## src/rtl/edge_avg_unit_pkg.sv

```systemverilog
// edge_filt_pkg: shared widths, FSM states and the difference magnitude helper
package edge_filt_pkg;
  localparam int PIX_W = 8;
  localparam int DIFF_W = PIX_W + 1;
  localparam int SUM_W = 12;
  localparam int CNT_W = 4;
  typedef enum logic [1:0] {IDLE, ACCUM, DIV, OUT} state_t;
  // 9'h100 maps to 256, which no 8-bit threshold can admit
  function automatic logic [DIFF_W-1:0] abs_diff(input logic [DIFF_W-1:0] d);
    return d[DIFF_W-1] ? -d : d;
  endfunction
endpackage

```

## src/rtl/edge_avg_unit_if.sv

```systemverilog
// edge_avg_unit_if: neighbour-beat input stream and filtered-pixel output stream
interface edge_avg_unit_if #(parameter int PIX_W = 8);
  logic in_valid, in_ready, in_last;
  logic [PIX_W-1:0] in_center, in_thr, in_pix;
  logic [PIX_W:0] in_diff;
  logic out_valid, out_ready;
  logic [PIX_W-1:0] out_pix;
  logic [3:0] out_cnt;
  modport master(output in_valid, in_center, in_thr, in_pix, in_diff, in_last, out_ready,
                 input in_ready, out_valid, out_pix, out_cnt);
  modport slave(input in_valid, in_center, in_thr, in_pix, in_diff, in_last, out_ready,
                output in_ready, out_valid, out_pix, out_cnt);
endinterface

```

## src/rtl/edge_avg_unit_udiv_serial.sv

```systemverilog
// udiv_serial: restoring unsigned divider, one quotient bit per cycle, MSB first
module udiv_serial #(parameter int DW = 12, parameter int VW = 4, parameter int QW = 8) (
  input  logic          clk,
  input  logic          rst_n,
  input  logic          start,
  input  logic [DW-1:0] dividend,
  input  logic [VW-1:0] divisor,
  output logic          done,
  output logic [QW-1:0] quotient
);
  localparam int IW = $clog2(DW);
  logic [DW-1:0] q;
  logic [VW-1:0] rem, dvs;
  logic [VW:0] trial;
  logic [IW-1:0] it;
  logic busy, ge;
  assign trial = {rem, q[DW-1]};
  assign ge = trial >= {1'b0, dvs};
  assign done = busy & (it == IW'(DW - 1));
  assign quotient = q[QW-1:0];
  // q shifts dividend bits out of the top while quotient bits enter at the bottom
  always_ff @(posedge clk) begin
    if (!rst_n) begin
      q <= '0;
      rem <= '0;
      dvs <= '0;
      it <= '0;
      busy <= 1'b0;
    end else if (start) begin
      q <= dividend;
      rem <= '0;
      dvs <= divisor;
      it <= '0;
      busy <= 1'b1;
    end else if (busy) begin
      q <= {q[DW-2:0], ge};
      rem <= ge ? VW'(trial - {1'b0, dvs}) : trial[VW-1:0];
      it <= it + 1'b1;
      busy <= !done;
    end
  end
endmodule

```

## src/rtl/edge_avg_unit.sv

```systemverilog
// edge_avg_unit: averages the centre pixel with neighbours whose |diff| is within threshold
module edge_avg_unit #(parameter int PIX_W = 8, parameter int MAX_TAPS = 8) (
  input logic clk,
  input logic rst_n,
  edge_avg_unit_if.slave bus
);
  import edge_filt_pkg::*;
  state_t state, nxt;
  logic [PIX_W-1:0] thr, thr_sel, add;
  logic [SUM_W-1:0] sum, sum_n;
  logic [CNT_W-1:0] cnt, cnt_n, taps, taps_n;
  logic first, fire, acc, close, done;
  assign first = state == IDLE;
  assign bus.in_ready = rst_n & (state == IDLE | state == ACCUM);
  assign fire = bus.in_valid & bus.in_ready;
  assign thr_sel = first ? bus.in_thr : thr;
  assign acc = abs_diff(bus.in_diff) <= {1'b0, thr_sel};
  assign add = acc ? bus.in_pix : '0;
  assign sum_n = (first ? SUM_W'(bus.in_center) : sum) + SUM_W'(add);
  assign cnt_n = (first ? CNT_W'(1) : cnt) + CNT_W'(acc);
  assign taps_n = first ? CNT_W'(1) : taps + 1'b1;
  assign close = fire & (bus.in_last | taps_n == CNT_W'(MAX_TAPS));
  assign bus.out_valid = state == OUT;
  assign bus.out_cnt = cnt;
  always_comb begin
    nxt = close ? DIV : fire ? ACCUM : (state == DIV && done) ? OUT :
          (state == OUT && bus.out_ready) ? IDLE : state;
  end
  always_ff @(posedge clk) begin
    if (!rst_n) state <= IDLE;
    else state <= nxt;
  end
  always_ff @(posedge clk) begin
    if (!rst_n) begin
      sum <= '0;
      cnt <= '0;
      taps <= '0;
      thr <= '0;
    end else if (fire) begin
      sum <= sum_n;
      cnt <= cnt_n;
      taps <= taps_n;
      if (first) thr <= bus.in_thr;
    end
  end
  // adding cnt/2 before the divide rounds half up
  udiv_serial #(.DW(SUM_W), .VW(CNT_W), .QW(PIX_W)) u_div (
    .clk(clk),
    .rst_n(rst_n),
    .start(close),
    .dividend(sum_n + SUM_W'(cnt_n >> 1)),
    .divisor(cnt_n),
    .done(done),
    .quotient(bus.out_pix)
  );
endmodule
```

## src/flat_wrapper.sv

```systemverilog
// flat-port wrapper written by rule: the top's interface ports become plain ports
module edge_avg_unit_flat import edge_filt_pkg::*;
#(parameter int PIX_W = 8, parameter int MAX_TAPS = 8)
  (clk, rst_n, bus_in_valid, bus_in_center, bus_in_thr, bus_in_pix, bus_in_diff, bus_in_last, bus_out_ready, bus_in_ready, bus_out_valid, bus_out_pix, bus_out_cnt);
  edge_avg_unit_if #(.PIX_W(PIX_W)) bus_i ();
  input logic clk;
  input logic rst_n;
  input wire logic [$bits(bus_i.in_valid)-1:0] bus_in_valid;
  input wire logic [$bits(bus_i.in_center)-1:0] bus_in_center;
  input wire logic [$bits(bus_i.in_thr)-1:0] bus_in_thr;
  input wire logic [$bits(bus_i.in_pix)-1:0] bus_in_pix;
  input wire logic [$bits(bus_i.in_diff)-1:0] bus_in_diff;
  input wire logic [$bits(bus_i.in_last)-1:0] bus_in_last;
  input wire logic [$bits(bus_i.out_ready)-1:0] bus_out_ready;
  output wire logic [$bits(bus_i.in_ready)-1:0] bus_in_ready;
  output wire logic [$bits(bus_i.out_valid)-1:0] bus_out_valid;
  output wire logic [$bits(bus_i.out_pix)-1:0] bus_out_pix;
  output wire logic [$bits(bus_i.out_cnt)-1:0] bus_out_cnt;
  assign bus_i.in_valid = bus_in_valid;
  assign bus_i.in_center = bus_in_center;
  assign bus_i.in_thr = bus_in_thr;
  assign bus_i.in_pix = bus_in_pix;
  assign bus_i.in_diff = bus_in_diff;
  assign bus_i.in_last = bus_in_last;
  assign bus_i.out_ready = bus_out_ready;
  assign bus_in_ready = bus_i.in_ready;
  assign bus_out_valid = bus_i.out_valid;
  assign bus_out_pix = bus_i.out_pix;
  assign bus_out_cnt = bus_i.out_cnt;
  edge_avg_unit #(.PIX_W(PIX_W), .MAX_TAPS(MAX_TAPS)) u_core (.clk(clk), .rst_n(rst_n), .bus(bus_i));
endmodule
```

## config.mk

```make
export PLATFORM = sky130hd
export DESIGN_NAME = edge_avg_unit_flat
export DESIGN_NICKNAME = d
export VERILOG_FILES = /design/src/rtl/edge_avg_unit_pkg.sv /design/src/rtl/edge_avg_unit_if.sv /design/src/rtl/edge_avg_unit_udiv_serial.sv /design/src/rtl/edge_avg_unit.sv /design/src/flat_wrapper.sv
export SDC_FILE = /design/constraint.sdc
export NUM_CORES = 1
export LEC_CHECK = 0
export ABC_CLOCK_PERIOD_IN_PS = 8600
export BUFFER_PORTS_ARGS = -buffer_cell sky130_fd_sc_hd__buf_2
export CAP_MARGIN = 20
export CORE_ASPECT_RATIO = 0.5
export CORE_UTILIZATION = 63
export CTS_CLUSTER_DIAMETER = 30
export DETAILED_ROUTE_END_ITERATION = 10
export GPL_ROUTABILITY_DRIVEN = 0
export MAX_ROUTING_LAYER = met4
export PLACE_DENSITY = 0.94
export REMOVE_ABC_BUFFERS = 1
export SETUP_SLACK_MARGIN = 0.1
export SYNTH_ARGS = -nofsm -noshare
export SYNTH_HDL_FRONTEND = slang
export SYNTH_HIERARCHICAL = 1
export SYNTH_SLANG_ARGS = --single-unit
```

## constraint.sdc

```tcl
create_clock -name clk -period 8.6 [get_ports clk]
set_input_delay 1.29 -clock clk [delete_from_list [all_inputs] [get_ports clk]]
set_output_delay 1.29 -clock clk [all_outputs]
set_load 0.005 [all_outputs]
```

# [Word level (Yosys, flattened, before mapping)]
# Index checks and enable logic that the tools add are counted.
[op_classes] bitwise_logic=7 n_reduce_logical=8 order_cmp=2 n_addsub=7 mux=15 eq_ne=5
[ops] op="12-bit 2-to-1 mux" count=3
[ops] op="8-bit 2-to-1 mux" count=2
[ops] op="12-bit by 3-bit adder with 12-bit output" count=1
[ops] op="12-bit by 8-bit adder with 12-bit output" count=1
[ops] op="4-bit 2-to-1 mux" count=3
[ops] op="9-bit by 8-bit less-or-equal comparator with 1-bit output" count=1
[ops] op="9-bit 2-to-1 mux" count=1
[ops] op="9-bit negator" count=1
[ops] op="4-bit by 1-bit adder with 4-bit output (second input constant)" count=2
[ops] op="4-bit equality test (second input constant)" count=2
[ops] op="2-bit 2-to-1 mux" count=4
[ops] op="5-bit by 4-bit greater-or-equal comparator with 1-bit output" count=1
[ops] op="4-bit by 1-bit adder with 4-bit output" count=1
[ops] op="1-bit AND" count=4
[ops] op="2-bit equality test (second input constant)" count=2
[ops] op="4-bit nonzero test" count=1
[ops] op="4-bit subtractor" count=1
[ops] op="3-bit nonzero test" count=1
[ops] op="2-bit by 1-bit equality test with 1-bit output (second input constant)" count=1
[ops] op="1-bit logical AND" count=2
[ops] op="2-bit logical NOT" count=1
[ops] op="1-bit 2-to-1 mux" count=2
[ops] op="1-bit bitwise OR" count=2
[ops] op="2-bit nonzero test" count=1
[ops] op="3 further kinds" count=3
[word_totals] reg_bits=55

# [Longest topological paths before layout]
[depth] depth_word=7 depth_mapped=26 mapped_depth_nobuf=26

# [Modules after synthesis]
# Netlist, hierarchy kept.
[modules_own_cells] mod="edge_avg_unit" area_each_um2=2487.4 n_inst=1 cells_each=326
[modules_own_cells] mod="udiv_serial" area_each_um2=1353.8 n_inst=1 cells_each=152

# [Worst setup path after synthesis]
# Ideal clock, no wire load.
[synth_timing] path_kind="input to register" from="input port bus_in_diff[0]" to="register u_core.u_div.q[10]" t_required_ns=8.485 setup_slack_ns=3.170 arrival_time_ns=5.315 stages=23 setup_time_ns=0.115 path_cell_list="inv_1 > ha_1 > nand2b_1 > xnor2_1 > ha_1 > a21o_1 > a21o_1 > a211o_1 > a21o_1 > a21oi_1 > o21ai_1 > nor2_1 > ha_1 > a211o_1 > a2111oi_2 > o211a_1 > a211oi_2 > or2_4 > nor4_2 > xor2_1 > nand2_1 > o21ai_0 > and2_1"
[synth_via] elab_chain_cells=7
[synth_lines] item="start, declared" line_no="flat_wrapper.sv:12" source="input wire logic [$bits(bus_i.in_diff)-1:0] bus_in_diff;"
[synth_lines] item="9-bit negator" line_no="edge_avg_unit_pkg.sv:10" source="return d[DIFF_W-1] ? -d : d;"
[synth_lines] item="9-bit 2-to-1 mux (*)" line_no="edge_avg_unit_pkg.sv:10"
[synth_lines] item="9-bit by 8-bit less-or-equal comparator with 1-bit output (*)" line_no="edge_avg_unit.sv:17" source="assign acc = abs_diff(bus.in_diff) <= {1'b0, thr_sel};"
[synth_lines] item="8-bit 2-to-1 mux" line_no="edge_avg_unit.sv:18" source="assign add = acc ? bus.in_pix : '0;"
[synth_lines] item="12-bit by 8-bit adder with 12-bit output" line_no="edge_avg_unit.sv:19" source="assign sum_n = (first ? SUM_W'(bus.in_center) : sum) + SUM_W'(add);"
[synth_lines] item="12-bit by 3-bit adder with 12-bit output (*)" line_no="edge_avg_unit.sv:51" source=".dividend(sum_n + SUM_W'(cnt_n >> 1)),"
[synth_lines] item="12-bit 2-to-1 mux (*)" line_no="edge_avg_unit_udiv_serial.sv:29" source="end else if (start) begin"
[synth_lines] item="end signal, assigned" line_no="edge_avg_unit_udiv_serial.sv:30" source="q <= dividend;"
[synth_lines] item="end signal, assigned" line_no="edge_avg_unit_udiv_serial.sv:36" source="q <= {q[DW-2:0], ge};"
[synth_lines] item="end, declared" line_no="edge_avg_unit_udiv_serial.sv:12" source="logic [DW-1:0] q;"
# Every way passes the cells marked *; elsewhere a longest branch is shown, timed or not.
# A chain may end at the register's enable or synchronous reset.

# [Worst setup path after layout]
[layout_timing] from="input port bus_in_diff[0]" to="register u_core.u_div.q[10]"
[layout_via] elab_chain_cells=7
[layout_lines] item="9-bit negator" line_no="edge_avg_unit_pkg.sv:10"
[layout_lines] item="9-bit 2-to-1 mux (*)" line_no="edge_avg_unit_pkg.sv:10"
[layout_lines] item="9-bit by 8-bit less-or-equal comparator with 1-bit output (*)" line_no="edge_avg_unit.sv:17"
[layout_lines] item="8-bit 2-to-1 mux (*)" line_no="edge_avg_unit.sv:18"
[layout_lines] item="12-bit by 8-bit adder with 12-bit output (*)" line_no="edge_avg_unit.sv:19"
[layout_lines] item="named net u_core.sum_n[2]" line_no="edge_avg_unit.sv:10" source="logic [SUM_W-1:0] sum, sum_n;"
[layout_lines] item="12-bit by 3-bit adder with 12-bit output (*)" line_no="edge_avg_unit.sv:51"
[layout_lines] item="12-bit 2-to-1 mux (*)" line_no="edge_avg_unit_udiv_serial.sv:29"
# The timed path passes the listed nets; every way through them passes the cells marked *.

==> load_flow_metrics.sql <==
INSERT INTO impl_metrics (metric_group, metric, value, unit) VALUES
('placement', 'dp_cells', '577', ''),
('worst_setup_path', 'worst-r2r-setup-slack', '3.40', 'ns'),
('die', 'initial_utilization', '67.61', '%'),
('hold_path', 'hold_path_class', 'register to register', ''),
('final_layout', 'drive_above_1_share', '15.98', '%'),
('sta', 'grt_setup_unrepaired', 'false', ''),
('die', 'core-area', '0.005682', 'mm^2'),
('placement', 'post-place-ws', '2.548', 'ns'),
('sta', 'finalHoldViolCount', '0', ''),
('power_and_ir_drop', 'sw_share', '35.85', '%'),
('hold_path', 'hold_path.startpoint', 'u_core/sum[0]', ''),
('global_route', 'first_global_vias', '3324', ''),
('worst_setup_path', 'req_time_crit_path', '8.80', 'ns'),
('sta', 'worst_clock_skew', '0.005232', 'ns'),
('route', 'antenna_violating_nets_post_route', '0', ''),
('power_and_ir_drop', 'cellInternalPower', '0.4935', 'mW'),
('cts', 'clk_pin_slew_worst_paths', '0.07', 'ns'),
('sta', 'report.final.setup_viol', '0', ''),
('logic_synthesis', 'synth-warning-count', '6', ''),
('route', 'initialDrtViolationCount', '213', ''),
('cts', 'tritoncts_num_sinks', '55', ''),
('power_and_ir_drop', 'net_sw_power', '0.2758', 'mW'),
('global_route', 'grt_busiest_layer', 'met2', ''),
('cts', 'clock_insertion_delay_worst_skew', '0.30', 'ns'),
('global_route', 'grt_max_degree', '50', ''),
('die', 'die_width', '112.4', 'um'),
('route', 'route.detailed.drc', '0', ''),
('sta', 'fmaxAchievable', '0.1725', 'GHz'),
('global_route', 'grt_antenna_before_repair', '0', ''),
('final_layout', 'stdcell_area', '0.004233', 'mm^2'),
('hold_path', 'hold_path_depth', '2', ''),
('worst_setup_path', 'largest_fanout_on_the_critical_path', '9', ''),
('logic_synthesis', 'gate_count_after_technology_mapping', '478', ''),
('cts', 'cts-buffers-inserted', '5', ''),
('logic_synthesis', 'yosysSeqAreaShare', '28.66', '%'),
('logic_synthesis', 'post_synth_instance_area', '0.003841', 'mm^2'),
('logic_synthesis', 'yosysTopAreaCell', 'sky130_fd_sc_hd__dfxtp_1', ''),
('global_route', 'grt_first_pass_wirelength', '14930', 'um'),
('die', 'io-pin-count', '52', ''),
('final_layout', 'antenna_cells_inserted', '0', ''),
('sta', 'period_needed', '5.799', 'ns'),
('worst_setup_path', 'reg2reg_depth', '22', ''),
('final_layout', 'layout_utilization', '74.50', '%'),
('final_layout', 'seqCellArea', '0.001101', 'mm^2'),
('worst_setup_path', 'regToRegStartpoint', 'u_core/state[1]', ''),
('die', 'core.rowCount', '19', ''),
('power_and_ir_drop', 'ir_drop', '0.1325', 'mV'),
('placement', 'port_buffers', '51', ''),
('worst_setup_path', 'timing_worst_setup_path_type', 'input pin to register', ''),
('power_and_ir_drop', 'portion_of_total_power_attributed_to_sequential_cells', '37.9', '%'),
('worst_setup_path', 'cp-start-kind', 'input pin', ''),
('route', 'postRouteWirelength', '8868', 'um'),
('run_status', 'status', 'finished, final reports clean', ''),
('route', 'viasPerCell', '5.969', ''),
('placement', 'half_perimeter_wire_length_after_placement', '6262', 'um'),
('global_route', 'grt_use_total', '30.06', '%'),
('final_layout', 'n_fill_cell', '394', ''),
('route', 'vias', '3498', ''),
('sta', 'worst_slew_margin_relative_to_its_limit', '25.37', '%'),
('logic_synthesis', 'syn_area_per_cell', '8.036', 'um^2'),
('power_and_ir_drop', 'power.share.combinational', '35.1', '%'),
('route', 'drt-pass1-iter-count', '5', ''),
('die', 'die-area', '0.006432', 'mm^2'),
('global_route', 'grt_remaining_overflow', '0', ''),
('sta', 'tightest_slew', '1.117', 'ns'),
('global_route', 'grt.met3_usage', '4.463', '%'),
('cts', 'cts-root-to-sink-buffers', '2', ''),
('worst_setup_path', 'r2r_end', 'u_core/u_div/q[10]', ''),
('final_layout', 'layout.nets', '581', ''),
('worst_setup_path', 'worstPathArrival', '6.00', 'ns'),
('route', 'avgRoutedWirePerCell', '15.13', 'um');
==> cell usage after synthesis (10+ instances only) <==
library cell and count:
sky130_fd_sc_hd__a21oi_1 13, sky130_fd_sc_hd__and2_1 15, sky130_fd_sc_hd__buf_4 10, sky130_fd_sc_hd__clkbuf_1 11
sky130_fd_sc_hd__dfxtp_1 55, sky130_fd_sc_hd__ha_1 28, sky130_fd_sc_hd__inv_1 16, sky130_fd_sc_hd__mux2i_1 23
sky130_fd_sc_hd__nand2_1 79, sky130_fd_sc_hd__nand3_1 29, sky130_fd_sc_hd__nor2_1 26, sky130_fd_sc_hd__o21ai_0 41
sky130_fd_sc_hd__xnor2_1 12, sky130_fd_sc_hd__xor2_1 19
==> sequential cells by signal, indices dropped and copies added, names as in the netlist <==
register and count:
u_core/taps 4, u_core/u_div/busy 1, u_core/u_div/it 4, u_core/bus.out_cnt 4, u_core/u_div/dvs 4, u_core/u_div/q 12
u_core/state 2, u_core/u_div/rem 4, u_core/thr 8, u_core/sum 12
==> metal layers <==
layer	part of all wire, %	up-vias
li1	-	1726
met1	45	1636
met3	5.3	21
met4	2.3	0
met2	47	115
met5	0	-
==> worst max path at each step <==
stage / from / end / depth (start not counted)
finish: bus_in_diff[0] / u_core/u_div/q[10] / 25
global route: bus_in_diff[0] / u_core/u_div/q[10] / 25
CTS: bus_in_diff[0] / u_core/u_div/q[10] / 25
detailed placement: bus_in_diff[0] / u_core/u_div/q[10] / 25
global placement: bus_in_diff[0] / u_core/u_div/q[10] / 24
floorplan: bus_in_diff[0] / u_core/u_div/q[10] / 23
==> power groups by stage <==
stage,Clock [mW],Sequential [mW],Combinational (mW)
3_3_place_gp,0,0.296,0.252
2_1_floorplan,0,0.294,0.193
3_5_place_dp,0,0.298,0.261
4_1_cts,0.208,0.292,0.263
5_1_grt,0.220,0.294,0.298
6_report,0.207,0.292,0.270
==> placed cells by master (no fill, tap or decap), drive strengths merged, types with 2 or more instances in the layout <==
cell type,count
nand2,80
dfxtp,55
buf,55
o21ai,44
nand3,29
ha,28
nor2,26
mux2i,23
xor2,19
inv,17
and2,15
a21oi,14
xnor2,12
nor2b,9
a21o,8
nand4,6
clkbuf,6
nor3,6
o31ai,5
nand2b,4
nor3b,4
or2,4
a211o,3
or3,3
and3,3
fa,3
nand3b,3
or2b,3
nor4,3
nor4b,2
o211a,2
o211ai,2
a41oi,2
o21a,2
a211oi,2
==> final cells by class <==
class	count	share of cell area, %
sequential	55	26.01
inverter	16	1.419
timing repair buffer	55	7.213
clock buffer	6	3.045
tap	73	2.158
multi-input combinational	379	59.77
clock inverter	2	0.3843
==> stage by stage <==
| step | hold WS (ns) | power (mW) |
|---|---|---|
| after global routing | 0.4795 | 0.8120 |
| final | 0.4646 | 0.7693 |
| after CTS | 0.4610 | 0.7639 |
| after global placement | 0.4428 | 0.5487 |
| after detailed placement | 0.4514 | 0.5590 |
| after floorplan | 0.4343 | 0.4871 |
==> cell families after synthesis <==
| group | synth area share (%) |
|---|---|
| buffers and inverters | 5.603 |
| DFF | 28.66 |
| muxes | 5.993 |
| and+or+nand+nor | 26.48 |
| adders and majority gates | 10.68 |
| AOI/OAI and AO/OA | 15.51 |
| xor gates and xnor gates | 7.068 |
==> worst max-delay path, cell delays in order <==
cell                       delay, ns
sky130_fd_sc_hd__buf_2          0.09
sky130_fd_sc_hd__inv_1          0.07
sky130_fd_sc_hd__ha_1           0.22
sky130_fd_sc_hd__nand2b_1       0.15
sky130_fd_sc_hd__xnor2_1        0.13
sky130_fd_sc_hd__ha_1           0.31
sky130_fd_sc_hd__nand4_1        0.13
sky130_fd_sc_hd__nor2_1         0.13
sky130_fd_sc_hd__a211o_1        0.11
sky130_fd_sc_hd__a21o_1         0.11
sky130_fd_sc_hd__a21oi_1        0.06
sky130_fd_sc_hd__o21ai_1        0.56
sky130_fd_sc_hd__nor2_1         0.10
sky130_fd_sc_hd__ha_1           0.27
sky130_fd_sc_hd__fa_1           0.42
sky130_fd_sc_hd__xor2_1         0.21
sky130_fd_sc_hd__ha_1           0.36
sky130_fd_sc_hd__a21oi_1        0.11
sky130_fd_sc_hd__nor3_1         0.29
sky130_fd_sc_hd__nand2_1        0.14
sky130_fd_sc_hd__nor4_2         0.25
sky130_fd_sc_hd__xor2_1         0.09
sky130_fd_sc_hd__nand2_1        0.09
sky130_fd_sc_hd__o21ai_0        0.10
sky130_fd_sc_hd__and2_1         0.17
No activity file was read; power rests on OpenSTA's default activity.
